--- src/rtl/fir_tap_feeder.sv ---
// fir_tap_feeder: rate-paced valid/ready sample intake feeding an 8-deep tap delay line.
// Optional macro FIR_FEEDER_PRIME_GATE_EN holds off o_valid until all eight taps are loaded.
module fir_tap_feeder #(
    parameter int NB_DATA  = 8,
    parameter int RATE_DIV = 4
) (
    input  logic                      i_clk_G,
    input  logic                      i_rst_n,
    input  logic                      i_flush,
    input  logic signed [NB_DATA-1:0] i_data,
    input  logic                      i_valid,
    output logic                      o_ready,
    output logic signed [NB_DATA-1:0] o_x0,
    output logic signed [NB_DATA-1:0] o_x1,
    output logic signed [NB_DATA-1:0] o_x2,
    output logic signed [NB_DATA-1:0] o_x3,
    output logic signed [NB_DATA-1:0] o_x4,
    output logic signed [NB_DATA-1:0] o_x5,
    output logic signed [NB_DATA-1:0] o_x6,
    output logic signed [NB_DATA-1:0] o_x7,
    output logic                      o_valid,
    output logic                      o_underrun,
    output logic [3:0]                o_fill
);
    localparam int PW = RATE_DIV > 1 ? $clog2(RATE_DIV) : 1;

    logic [PW-1:0]             phase;
    logic signed [NB_DATA-1:0] taps [8];
    logic                      accept;
    logic                      underrun;
    logic                      strobe;

    assign o_ready  = phase == '0;
    assign accept   = i_valid & o_ready & ~i_flush;
    assign underrun = ~i_valid & o_ready & ~i_flush;
`ifdef FIR_FEEDER_PRIME_GATE_EN
    // the eighth accept is the one that moves o_fill from 7 to 8
    assign strobe = accept & (o_fill >= 4'd7);
`else
    assign strobe = accept;
`endif

    always_ff @(posedge i_clk_G or negedge i_rst_n) begin
        if (!i_rst_n) begin
            phase      <= '0;
            o_fill     <= '0;
            o_valid    <= 1'b0;
            o_underrun <= 1'b0;
            for (int k = 0; k < 8; k++) taps[k] <= '0;
        end else begin
            phase      <= (i_flush || phase == PW'(RATE_DIV - 1)) ? '0 : phase + 1'b1;
            o_valid    <= strobe;
            o_underrun <= underrun;
            if (i_flush) begin
                o_fill <= '0;
                for (int k = 0; k < 8; k++) taps[k] <= '0;
            end else if (accept) begin
                o_fill  <= o_fill + {3'b000, o_fill != 4'd8};
                taps[0] <= i_data;
                for (int k = 1; k < 8; k++) taps[k] <= taps[k-1];
            end
        end
    end

    assign o_x0 = taps[0];
    assign o_x1 = taps[1];
    assign o_x2 = taps[2];
    assign o_x3 = taps[3];
    assign o_x4 = taps[4];
    assign o_x5 = taps[5];
    assign o_x6 = taps[6];
    assign o_x7 = taps[7];
endmodule

--- config.mk ---
export PLATFORM = sky130hd
export DESIGN_NAME = fir_tap_feeder
export DESIGN_NICKNAME = d
export VERILOG_FILES = /design/src/rtl/fir_tap_feeder.sv
export SDC_FILE = /design/constraint.sdc
export NUM_CORES = 1
export LEC_CHECK = 0
export BUFFER_PORTS_ARGS = -buffer_cell sky130_fd_sc_hd__buf_2
export CAP_MARGIN = 20
export CORE_ASPECT_RATIO = 0.8
export CORE_MARGIN = 2
export CORE_UTILIZATION = 51
export CTS_CLUSTER_SIZE = 8
export DETAILED_ROUTE_END_ITERATION = 6
export PLACE_DENSITY = 0.86
export SETUP_SLACK_MARGIN = 0.5
export SYNTH_ARGS = -nofsm -noshare
export SYNTH_HDL_FRONTEND = slang
export SYNTH_SLANG_ARGS = --single-unit
--- constraint.sdc ---
create_clock -name i_clk_G -period 1.69 [get_ports i_clk_G]
set_clock_uncertainty 0.15 [all_clocks]
set_input_delay 0.169 -clock i_clk_G [delete_from_list [all_inputs] [get_ports i_clk_G]]
set_output_delay 0.169 -clock i_clk_G [all_outputs]
set_load 0.02 [all_outputs]
==> results.md, run 1 <==
Outcome:
- The flow did not finish.
- The stopping stage is 5_1_grt.
- The tool reported: "[ERROR DPL-0038] Utilization greater than 100%, impossible to legalize".

Synthesis:
- The Yosys step of the flow raised 0 warnings.
- The average instance in the mapped netlist occupies 9.28 um2.
- After synthesis the cells add up to 2920 um2.
- The area share of the leading cell type in the synthesized netlist is 61.6%.
- The async set-reset flop share out of synthesis is 100%.
- The sequential fraction of the synthesis area is 61.6%.
- The biggest area contributor in the post-synthesis netlist is dfrtp_1.
- nand2_1 is the most common cell in the netlist.
- Ranked by total cell area, the synthesized netlist is headed by dfrtp_1 62%, nand2_1 17%, a21oi_1 11%.
- For this run, the leading register cell type out of synthesis is dfrtp_1.
- Counting flops and latches in the post-synthesis netlist gives 72.
- Counting every instance in the synthesized netlist gives 315.
- Sorting the synthesized cells by how often they occur yields 133 x nand2_1, 72 x dfrtp_1, 67 x a21oi_1, 8 x buf_2, 8 x clkbuf_1.
- Synthesis produced a netlist with a net count of 332.
- Synthesis instantiated 19 different standard cells from the library.
- Yosys mapped a number of flops with a built-in enable equal to 0.

Floorplan:
- The floorplan has 24 rows.
- Pin placement for this block handled 83 I/O pins.
- The height of the chip is 71.7 um.
- The initial utilization of the core area, before any placement, comes to 53.2%.
- From left edge to right edge, the die measures 88.7 um.

Place:
- The placed instances occupy a cell area of 3440 um2.
- Once detailed placement completed, the half-perimeter wirelength came to 4760 um.
- The final estimated routing congestion in global placement is 0.803.
- The count of port buffers added during placement is 82.

Clock network:
- The depth of the CTS H-tree is 3.
- The number of sinks driven by the clock tree is 72.
- The maximum count of clock buffers along a single path is 2.
- The clock root buffer is clkbuf_8.
- The number of CTS-inserted buffers is 9.

STA:
- The last worst endpoint in the global-route repair_timing is o_fill[3]$_DFFE_PN0P_/D.
- The pin type at the end of the worst path is a register input.

Global routing:
- The maximum number of pins on one net before global-route repair is 49.
-- through the flow --
| stage | cells | hold WS [ns] | worst slack, ns | util [%] |
|---|---|---|---|---|
| after CTS | 560 | 0.0578 | 0.151 | 90.3 |
| after detailed placement | 465 | -0.0523 | 0.0974 | 62.5 |
| after global placement | 465 | -0.0592 | 0.174 | 62.5 |
| after floorplan | 315 | -0.277 | 0.116 | - |
-- cells by family after synthesis --
kind of cell	synth area share, %
flip-flops	61.6
adder cells (fa/ha/maj)	2.14
buffers and inverters	5.09
AND/OR/NAND/NOR	19.2
XOR/XNOR	0.300
AO/OA/AOI/OAI	11.6
-- repair_timing --
item,in CTS
resized for setup,195
hold buffers,11
setup buffers,66
gates cloned,2
setup endpoints to repair,138
pin swaps,31
endpoints found under the hold margin,81
==> run 2, diff against run 1 <==
CORE_ASPECT_RATIO = unset   (was 0.8)
CORE_UTILIZATION = 40   (was 51)
CTS_CLUSTER_SIZE = unset   (was 8)
PLACE_DENSITY = unset   (was 0.86)
PLACE_DENSITY_LB_ADDON = 0.15   (was unset)
SETUP_SLACK_MARGIN = unset   (was 0.5)
==> run 2 against run 1 <==
  * The run now ends clean
  * Synthesized area stayed put
  * Synthesized cell count stayed put
==> results.md, run 2 <==
Critical path:
- The kind of cell with the highest combined delay on the critical path is flip-flops.
- Of all nets on the critical path, the largest fanout is 6.
- At the worst endpoint, the required time is 1.37 ns.
- The data arrival time of the critical path is 1.27 ns.
- STA classifies the critical path startpoint as a flip-flop.
- Walking the worst path, the cells encountered are inv_1 -> ha_2 -> buf_2.
- The category of the critical setup timing path is reg2out.
- Together, buffers and inverters on the worst path number 2.
- The delay contributed by the slowest stage of the critical path is 0.40 ns.
- The cell at the slowest stage of the critical path is dfrtp_1.
- STA classifies the critical path endpoint as an output pin.

Floorplan:
- The height of the chip is 89.5 um.
- The initialized floorplan defines 31 standard-cell rows.
- The number of top-level design ports is 83.
- From left edge to right edge, the die measures 89.5 um.
- The die covers 8010 um2.
- The starting density of the core is 40.7%.
- The core region is 7180 um2.

Synthesis:
- After synthesis, the share of flip-flops with an asynchronous set or reset is 100%.
- dfrtp_1 takes more of the synthesized area than any other cell.
- The cell count after synthesis came out at 315.
- In the synthesized netlist, the cells that appear most often are 133 x nand2_1, 72 x dfrtp_1, 67 x a21oi_1, 8 x buf_2, 8 x clkbuf_1.
- The netlist area before placement is 2920 um2.
- When the netlist entered floorplanning its net count stood at 332.
- The synthesized design contains 0 enable-type register cells.
- The area share of the leading cell type in the synthesized netlist is 61.6%.
- By instance count, the leading cell after synthesis is nand2_1.
- For this run, the leading register cell type out of synthesis is dfrtp_1.
- The per-instance average area after synthesis is 9.28 um2.
- The distinct cell type count of the synthesized netlist is 19.
- Sorting the synthesized cells by area gives the leading types as dfrtp_1 62%, nand2_1 17%, a21oi_1 11%.
- The sequential fraction of the synthesis area is 61.6%.
- Synthesis inferred 72 register bits.
- The number of synthesis warnings is 0.

STA:
- The setup TNS after final layout is 0 ns.
- The remaining max-slew budget at the tightest pin is 69.8%.
- Static timing analysis puts the maximum clock frequency at 0.630 GHz.
- Setup repair after global routing left no endpoint under its margin.
- The final hold violation count came to 0.
- The routed design could run at a clock period as short as 1.59 ns.
- The slew at the pin closest to its max-slew limit is 0.453 ns.
- The number of setup violations in the final report is 0.
- The number of slew-limit violations in the final report is 0.
- After layout, the worst path uses 93.9% of the clock period.

Global routing:
- The first-pass GRT wire length is 11300 um.
- The total routing resource utilization after global routing is 18.6%.
- The initial antenna violation count is 0.
- The number of global-route vias before repair is 2336.
- After global routing the overflow that remains totals 0.
- Entering global routing, the biggest net connects 57 pins.

Hold path:
- The class of the worst hold path is in2async.

Power:
- The total power is 0.00416 W.
- VDD sags by at most 0.505 mV.
- The total power per unit cell area is 1060 nW/um2.
- The analysis attributes to cell leakage a power of 1.93 nW.

Final layout:
- Of the cells placed in the final design, the portion with a size suffix greater than 1 is 27.1%.
- Once layout is complete, the utilization of the core stands at 54.4%.
- The repair_antennas step left the layout with diodes totalling 0.
- The library cell used most frequently in the layout, excluding fill and tap cells, is nand2_1.
- In the final design database the tool counted 425 nets.
- In the layout the commonest cells are 132 x nand2_1, 81 x buf_2, 72 x dfrtp_1.
- The synthesis-to-layout area growth is 33.5%.

Clock network:
- The number of CTS-inserted buffers is 9.
- The depth of the CTS H-tree is 3.
- The clock net in this run drives a total of 72 sinks.
- The clock transition at the registers of the reported paths is 0.08 ns.
- The later-pin clock latency in the skew report is 0.34 ns.
- The TritonCTS clock tree is yes.
- The cell sitting at the root of the clock tree is a clkbuf_8.
- The clock passes through at most 2 buffers.

Place:
- The final estimated routing congestion in global placement is 0.764.
- Detailed placement ended at an HPWL of 4570 um.
- The count of buffers added on input and output ports is 82.

Outcome:
- The flow ran to the end, and the final reports show no timing, DRC or antenna violations.

Route:
- Using the TritonRoute via totals, the vias-per-cell ratio works out to 4.85.
- The iteration-0 DRC count of the detailed router is 114.
- The total via count after detailed routing is 2483.
- The number of nets still failing antenna checks after routing is 0.
- The total wire length after detailed routing is 7110 um.
- The average wire per cell in the routed design is 13.9 um.
- In the routed design, unresolved DRC markers number 0.
- The first-pass detailed-route iteration total is 4.

Flow run:
- The tool flagged a number of max-cap violations equal to 0.
run 2: cell counts after synthesis:
No cell type changed its count.
run 2: per-layer routing:
metal | global-route usage (%) | vias up | wire length [um]
li1 | - | 1197 | -
met1 | 24.9 | 1208 | 3280
met2 | 28.4 | 66 | 3280
met3 | 4.52 | 12 | 394
met4 | 8.96 | 0 | 151
met5 | 0 | - | 0
run 2: final cells by class:
| cell class | instances | area, um2 |
|---|---|---|
| clock buffer | 10 | 128 |
| clock inverter | 6 | 155 |
| fill | 665 | 3270 |
| inverter | 4 | 15.0 |
| multi-input combinational | 217 | 986 |
| sequential | 72 | 1800 |
| tap | 99 | 124 |
| timing repair buffer | 104 | 694 |
run 2: stage by stage:
stage	std cells	hold WS [ns]	cell area, um2	worst slack (ns)
5_1_grt	512	0.107	3900	0.0220
3_5_place_dp	484	-0.0986	3470	0.0820
6_report	512	0.0828	3900	0.103
2_1_floorplan	315	-0.277	2920	0.00652
4_1_cts	510	0.0769	3850	0.0668
3_3_place_gp	484	-0.0975	3470	0.162
run 2: worst register-to-register path, stage by stage (launching register included):
cell and delay, ns:
dfrtp_1 0.40, inv_1 0.08, ha_2 0.24, and2_4 0.20, buf_12 0.18, nand2_1 0.10
a21oi_1 0.14
run 2: final timing paths:
| check | end | slack [ns] | cells after the start | startpoint |
|---|---|---|---|---|
| max in group asynchronous | o_x2[3] | 0.75 | 3 | i_rst_n |
| worst max-delay path | o_ready | 0.10 | 3 | phase[0] |
| min in group i_clk_G | o_fill[2] | 0.11 | 2 | i_flush |
| worst min-delay path | o_x7[4] | 0.08 | 2 | i_rst_n |
| worst min register to register | phase[0] | 0.32 | 1 | phase[0] |
| worst max register to register | o_x3[6] | 0.13 | 6 | phase[0] |
run 2: logic make-up after synthesis:
kind of cell | after synthesis | share of synthesized area, %
buf+inv | 26 | 5.09
compound gates | 68 | 11.6
flops | 72 | 61.6
xor+xnor | 1 | 0.300
simple gates | 143 | 19.2
fa+ha+maj | 5 | 2.14
run 2: where the power goes:
group	switching [W]	internal, W
sequential	0.0000268	0.00176
clock	0.000631	0.00128
combinational	0.000299	0.000163
run 2: timing repair:
action,4_1_cts,5_1_grt
endpoints found under the hold margin,81,0
gates resized for setup,0,6
endpoints found under the setup margin,0,23
hold buffers,10,0
setup buffers,0,1
(Power assumes the default switching activity.)
==> run 3, diff against run 2 <==
GPL_TIMING_DRIVEN = 0   (was unset)
==> run 3 against run 2 <==
  * Sequential cell count did not move
  * Count of clock-buffer cells in the layout stayed put
  * Combinational power hardly changed
  * Maximum frequency down 4.2%
  * Register-to-register slack worse by 0.097 ns
  * Worst hold slack improved by 0.040 ns
  * Sequential power about the same
  * Worst setup slack worse by 0.070 ns
==> results.md, run 3 (synthesis gave the netlist of run 2 again) <==
Route:
- In the routed design, unresolved DRC markers number 0.
- For this block, the routed nets add up to 7060 um of wire.
- The first-pass detailed-route iteration total is 4.
- The detailed-route vias per instance is 4.77.
- In the final routed layout, each cell accounts on average for 13.4 um.
- The total via count after detailed routing is 2509.
- For this block, the initial DRC count from the detailed router was 89.
- The number of nets still failing antenna checks after routing is 0.

Critical path:
- The worst setup path is launched from a flip-flop.
- The cell seen most often among critical-path stages is ha_2.
- By startpoint and endpoint, the worst setup path is classified as reg2reg.
- For this run, the slowest stage of the critical path takes 0.41 ns.
- The data required time at the worst endpoint is 1.81 ns.
- Of all nets on the critical path, the largest fanout is 5.
- The combined buffer and inverter count along the critical path is 1.
- The kind of cell with the highest combined delay on the critical path is simple AND/OR/NAND/NOR gates.
- The signal on the critical path passes through inv_1 -> ha_2 -> nand3b_1 -> ha_2 -> nand3_2 -> or3_4 -> a21oi_2.
- The cell at the slowest stage of the critical path is dfrtp_2.
- The endpoint type of the worst setup path is a flip-flop.
- The data arrival time of the critical path is 1.78 ns.

STA:
- Final hold analysis gives a worst-case slack of 0.123 ns.
- The number of slew-limit violations in the final report is 0.
- For the pin with the worst max-slew slack, the measured transition is 0.492 ns.
- Once routing completed, OpenROAD measured the worst setup slack at 0.0330 ns.
- Based on the critical path, the design can be clocked at up to 0.603 GHz.
- The final period utilization is 98.0%.
- The final hold violation count is 0.
- Setup repair after global routing could not meet its margin everywhere.
- The remaining max-slew budget at the tightest pin is 67.2%.
- Setup violations remaining at the end of the flow were counted as 0.
- The worst path needs 1.66 ns of the cycle, external delays included.

Floorplan:
- Once the floorplan was initialized, standard cells occupied 40.7% of the core.
- The number of top-level design ports is 83.
- The x dimension of the die is 89.5 um.
- The site row count is 31.
- In this run the standard cell core region covers 7180 um2.
- From bottom edge to top edge, the die measures 89.5 um.
- The die area is 8010 um2.

Power:
- The total power per unit cell area is 940 nW/um2.
- Across the VDD grid, the largest voltage drop is 0.422 mV.
- The leakage power summed over all cells is 1.90 nW.

Place:
- The final estimated routing congestion in global placement is 0.761.
- Input and output buffers added on the ports amount to 81.
- The estimated wirelength of the detail-placed design is 4940 um.
- The pre-CTS setup slack is -0.0909 ns.

Clock network:
- Clock tree synthesis found a total of 72 sinks.
- The clock transition at the registers of the reported paths is 0.08 ns.
- The clock root buffer is clkbuf_8.
- For the worst-skew pair, the clock arrives at the later sink with an insertion delay of 0.34 ns.
- TritonCTS built the clock tree.
- In this run the deepest clock path goes through 2 buffers.
- In this run, CTS created clock tree buffers numbering 9.
- The H-tree was split into 3 levels.

Global routing:
- The first global-routing pass estimated 11700 um of wire.
- The initial antenna violation count is 0.
- The number of global-route vias before repair was 2407.
- In the global route stage, overall resource usage came out at 19.3%.
- The global route total overflow is 0.
- The maximum number of pins on one net before global-route repair is 49.

Hold path:
- In this run the worst hold path is classified as in2async.

Flow run:
- The max-capacitance violation count is 0.

Final layout:
- The total inserted antenna cells is 0.
- The leading cell type in the layout, fill and taps excluded is nand2_1.
- The layout net count is 439.
- The share of cells above drive strength 1 is 29.5%.
- The area growth from synthesis to layout is 32.3%.
- In the layout the commonest cells are 132 x nand2_1, 85 x buf_2, 71 x dfrtp_1.

Outcome:
- The run finished with clean final reports.
==> run 3: worst paths after layout <==
check | slack, ns | start | cells past startpoint | to
max | 0.03 | o_fill[0] | 7 | o_fill[3]
min | 0.12 | i_rst_n | 2 | o_x7[5]
min in group i_clk_G | 0.35 | phase[0] | 1 | phase[0]
max in group asynchronous | 0.72 | i_rst_n | 3 | o_fill[0]
min reg2reg | 0.35 | phase[0] | 1 | phase[0]
max reg2reg | 0.03 | o_fill[0] | 7 | o_fill[3]
==> run 3: report_power, final <==
group          switching [W]  leakage [nW]  internal [W]
logic               0.000295         0.802      0.000163
registers          0.0000306         0.997       0.00176
clock network       0.000660        0.0989      0.000726
==> run 3: layer usage <==
metal	GRT usage, %	vias to the layer above	wire length, um
li1	-	1226	-
met1	25.1	1210	3220
met2	31.2	65	3360
met3	5.63	8	388
met4	6.51	0	91
met5	0	-	0
==> run 3: worst register-to-register path, cell delays in order, from the launching register on <==
cell	delay, ns
dfrtp_2	0.41
inv_1	0.06
ha_2	0.17
nand3b_1	0.08
ha_2	0.17
nand3_2	0.06
or3_4	0.37
a21oi_2	0.12
==> run 3: what timing repair did <==
action,4_1_cts,5_1_grt
resized for setup,6,10
endpoints found under the hold margin,82,0
hold buffers,11,0
pin swaps,0,3
buffers inserted,0,3
setup endpoints to repair,41,50
==> run 3: metrics by stage <==
stage / TNS, ns / instances / instance area [um2] / utilization [%] / power, W
2_1_floorplan: 0 / 315 / 2920 / - / 0.00207
3_3_place_gp: -13.42 / 495 / 3450 / 48.1 / 0.00223
3_5_place_dp: -2.21 / 496 / 3480 / 48.5 / 0.00224
4_1_cts: 0 / 523 / 3810 / 53.1 / 0.00366
5_1_grt: -0.0623 / 526 / 3870 / 53.9 / 0.00381
6_report: 0 / 526 / 3870 / 53.9 / 0.00363
==> run 3: final cells by class <==
type                    count  area (um2)
repair buffers             96         568
clock inverters             6        67.6
flip-flops and latches     72        1800
fillers                   711        3310
plain buffers              22         143
inverters                   4        15.0
multi-input cells         217        1010
clock buffers              10         138
well taps                  99         124
==> run 4, diff against run 3 <==
SETUP_SLACK_MARGIN = 0.2   (was unset)
SKIP_CTS_REPAIR_TIMING = 1   (was unset)
==> run 4 against run 3 <==
  * The run now ends with negative hold slack left
  * Maximum frequency grew 1.9%
  * Via count grew 5.4%
  * Cell count is 2.7% higher
  * Core utilization up 11 points
  * Global-route usage fell by 0.59 points
  * Critical endpoint is now o_x3[3]
  * Largest power group is now clock
  * Highest routed layer unchanged
==> results.md, run 4 (synthesis gave the netlist of run 2 again) <==
Outcome:
- The run finished, with violations left.
- The checks that failed: negative hold slack.

Route:
- For this block, the routed nets add up to 8210 um of wire.
- The pre-antenna-repair detailed-routing pass consisted of 4 iterations.
- The number of nets still failing antenna checks after routing is 0.
- The routed layout has 2644 vias.
- The detailed-route vias per instance is 4.90.
- The iteration-0 DRC count of the detailed router is 100.
- After detailed routing, the average wire length per cell comes to 15.2 um.
- In the routed design, unresolved DRC markers number 0.

Power:
- Net switching is 25.4% of the power.
- The power spent charging and discharging nets is 0.00112 W.
- Sequential cells burn 40.8% of the power.
- Per report_power, the clock group accounts for 41.8% of the total.
- Power comes to 0.00439 W.
- The design internal power is 0.00327 W.
- In this run the power density over the cells is 945 nW/um2.
- IR analysis of the VDD net gives a maximum drop of 0.524 mV.
- Combinational cells account for 17.4% of the total power.
- In this run the static leakage power is 2.41 nW.

STA:
- The shortest period the worst path allows is 1.63 ns.
- The worst hold-check slack is -0.0164 ns.
- The slew at the pin closest to its max-slew limit is 0.723 ns.
- The final hold violation count is 1.
- Setup repair after global routing could not meet its margin everywhere.
- The number of slew-limit violations in the final report is 0.
- Derived from the worst setup path, the maximum achievable clock frequency is 0.615 GHz.
- The remaining max-slew budget at the tightest pin is 51.8%.
- The final period utilization is 96.3%.
- Setup violations remaining at the end of the flow were counted as 0.

Clock network:
- The clock passes through at most 2 buffers.
- Clock tree synthesis inserted a total of 9 buffers.
- The number of sinks driven by the clock tree is 72.
- The clock transition at the registers of the reported paths is 0.08 ns.
- The later pin in the worst-skew pair is clocked with a latency of 0.34 ns.
- The clock tree synthesis step divided the H-tree into 3 levels.
- TritonCTS built the clock tree.
- The clock root buffer is clkbuf_8.

Global routing:
- Entering global routing, the biggest net connects 60 pins.
- The number of global-route vias before repair was 2282.
- The initial antenna violation count was 0.
- The total routing resource utilization after global routing is 18.8%.
- Global routing finished with a remaining overflow of 0.
- The first-pass GRT wire length is 11400 um.

Floorplan:
- The die is 89.5 um tall.
- The starting density of the core is 40.7%.
- 83 I/O pins were placed.
- The die is 89.5 um wide.
- The site row count is 31.
- The die covers 8010 um2.
- The placeable core area is 7180 um2.

Critical path:
- The largest single stage delay on the critical path is 0.42 ns.
- Traced cell by cell, the critical path runs through inv_2 -> ha_4 -> and2_4 -> buf_12 -> clkbuf_16 -> nand2_1 -> a21oi_2.
- The cell at the slowest stage of the critical path is dfrtp_1.
- The data arrival time of the critical path is 1.74 ns.
- For the worst setup path, the data required time is 1.81 ns.
- In this run the worst path has a maximum fanout of 8.
- STA classifies the critical path startpoint as a flip-flop.
- The endpoint type of the worst setup path is a flip-flop.
- The category of the critical setup timing path is reg2reg.

Final layout:
- The number of non-filler instances in the completed layout is 540.
- Leaving out fill and tap cells, the most frequent cell in the layout is nand2_1.
- The top cell types in the final layout, fill and taps aside, are 98 x nand2_1, 83 x buf_2, 70 x dfrtp_1.
- The layout net count is 453.
- The total inserted antenna cells is 0.
- Counting the fill cells in the layout gives 587.
- The synthesis-to-layout area growth is 58.8%.
- Summing all multi-input logic gate instances after layout gives 1440 um2.
- The register area is 1800 um2.
- Cells with a size suffix above 1 make up 51.2% of the layout.

Hold path:
- The class of the worst hold path is in2reg.

Place:
- The final estimated routing congestion in global placement is 0.786.
- The estimated wirelength of the detail-placed design is 4930 um.
- In this run, placement finished with an instance count of 496.
- The count of port buffers added during placement is 81.

Flow run:
- The max-capacitance violation count is 0.
-- run 4: changes by cell type in the layout (fill, tap and decap cells not counted), moves of 4 or more --
cell and change:
nand2_1 -34, buf_12 +4, buf_4 +5, a21oi_2 +48, a21oi_1 -48, nand2_4 +32, clkbuf_16 +6
-- run 4: critical path: cells and delay by family, from the launching register on --
kind	cells	cell delay [ns]
buffers and inverters	3	0.42
AOI/OAI and AO/OA	1	0.11
adders and majority gates	1	0.16
DFF	1	0.42
and+or+nand+nor	2	0.28
-- run 4: path summary, 6_finish.rpt --
path	start	to	slack [ns]	cells past startpoint
min reg2reg	o_x7[3]	o_x7[3]	0.38	2
max reg2reg	phase[0]	o_x3[3]	0.06	7
min	i_flush	o_underrun	-0.02	2
max	phase[0]	o_x3[3]	0.06	7
min in group asynchronous	i_rst_n	o_x7[3]	0.06	2
max in group asynchronous	i_rst_n	o_fill[0]	0.77	3
-- run 4: area by class of cell --
class,instances,area share [%]
Sequential cell,72,38.9
Multi-Input combinational cell,217,30.9
Timing Repair Buffer,110,16.9
Buffer,22,4.56
Clock buffer,11,3.05
Clock inverter,5,2.75
Tap cell,99,2.67
Inverter,4,0.323
-- run 4: per-layer routing --
| metal | vias up | routed length, um | track usage (%) |
|---|---|---|---|
| li1 | 1256 | - | - |
| met1 | 1305 | 3710 | 26.5 |
| met2 | 73 | 3980 | 28.6 |
| met3 | 10 | 398 | 4.06 |
| met4 | 0 | 120 | 6.92 |
| met5 | - | 0 | 0 |
-- run 4: stage by stage --
stage / worst slack (ns) / util (%) / hold slack [ns] / instance area, um2 / setup TNS, ns
6_report: 0.0633 / 64.7 / -0.0164 / 4640 / 0
5_1_grt: -0.0129 / 64.7 / -0.00230 / 4640 / -0.0129
4_1_cts: -0.0729 / 52.4 / -0.492 / 3760 / -1.13
3_5_place_dp: -0.0319 / 48.6 / -0.113 / 3490 / -0.112
3_3_place_gp: -0.296 / 48.2 / 0.250 / 3460 / -11.96
2_1_floorplan: 0.116 / - / -0.277 / 2930 / 0
-- run 4: power groups by stage --
stage          Combinational, W  Sequential (W)  Clock (W)
2_1_floorplan          0.000220         0.00185          0
3_3_place_gp           0.000407         0.00182          0
3_5_place_dp           0.000420         0.00182          0
4_1_cts                0.000422         0.00179    0.00186
5_1_grt                0.000815         0.00179    0.00195
6_report               0.000763         0.00179    0.00184
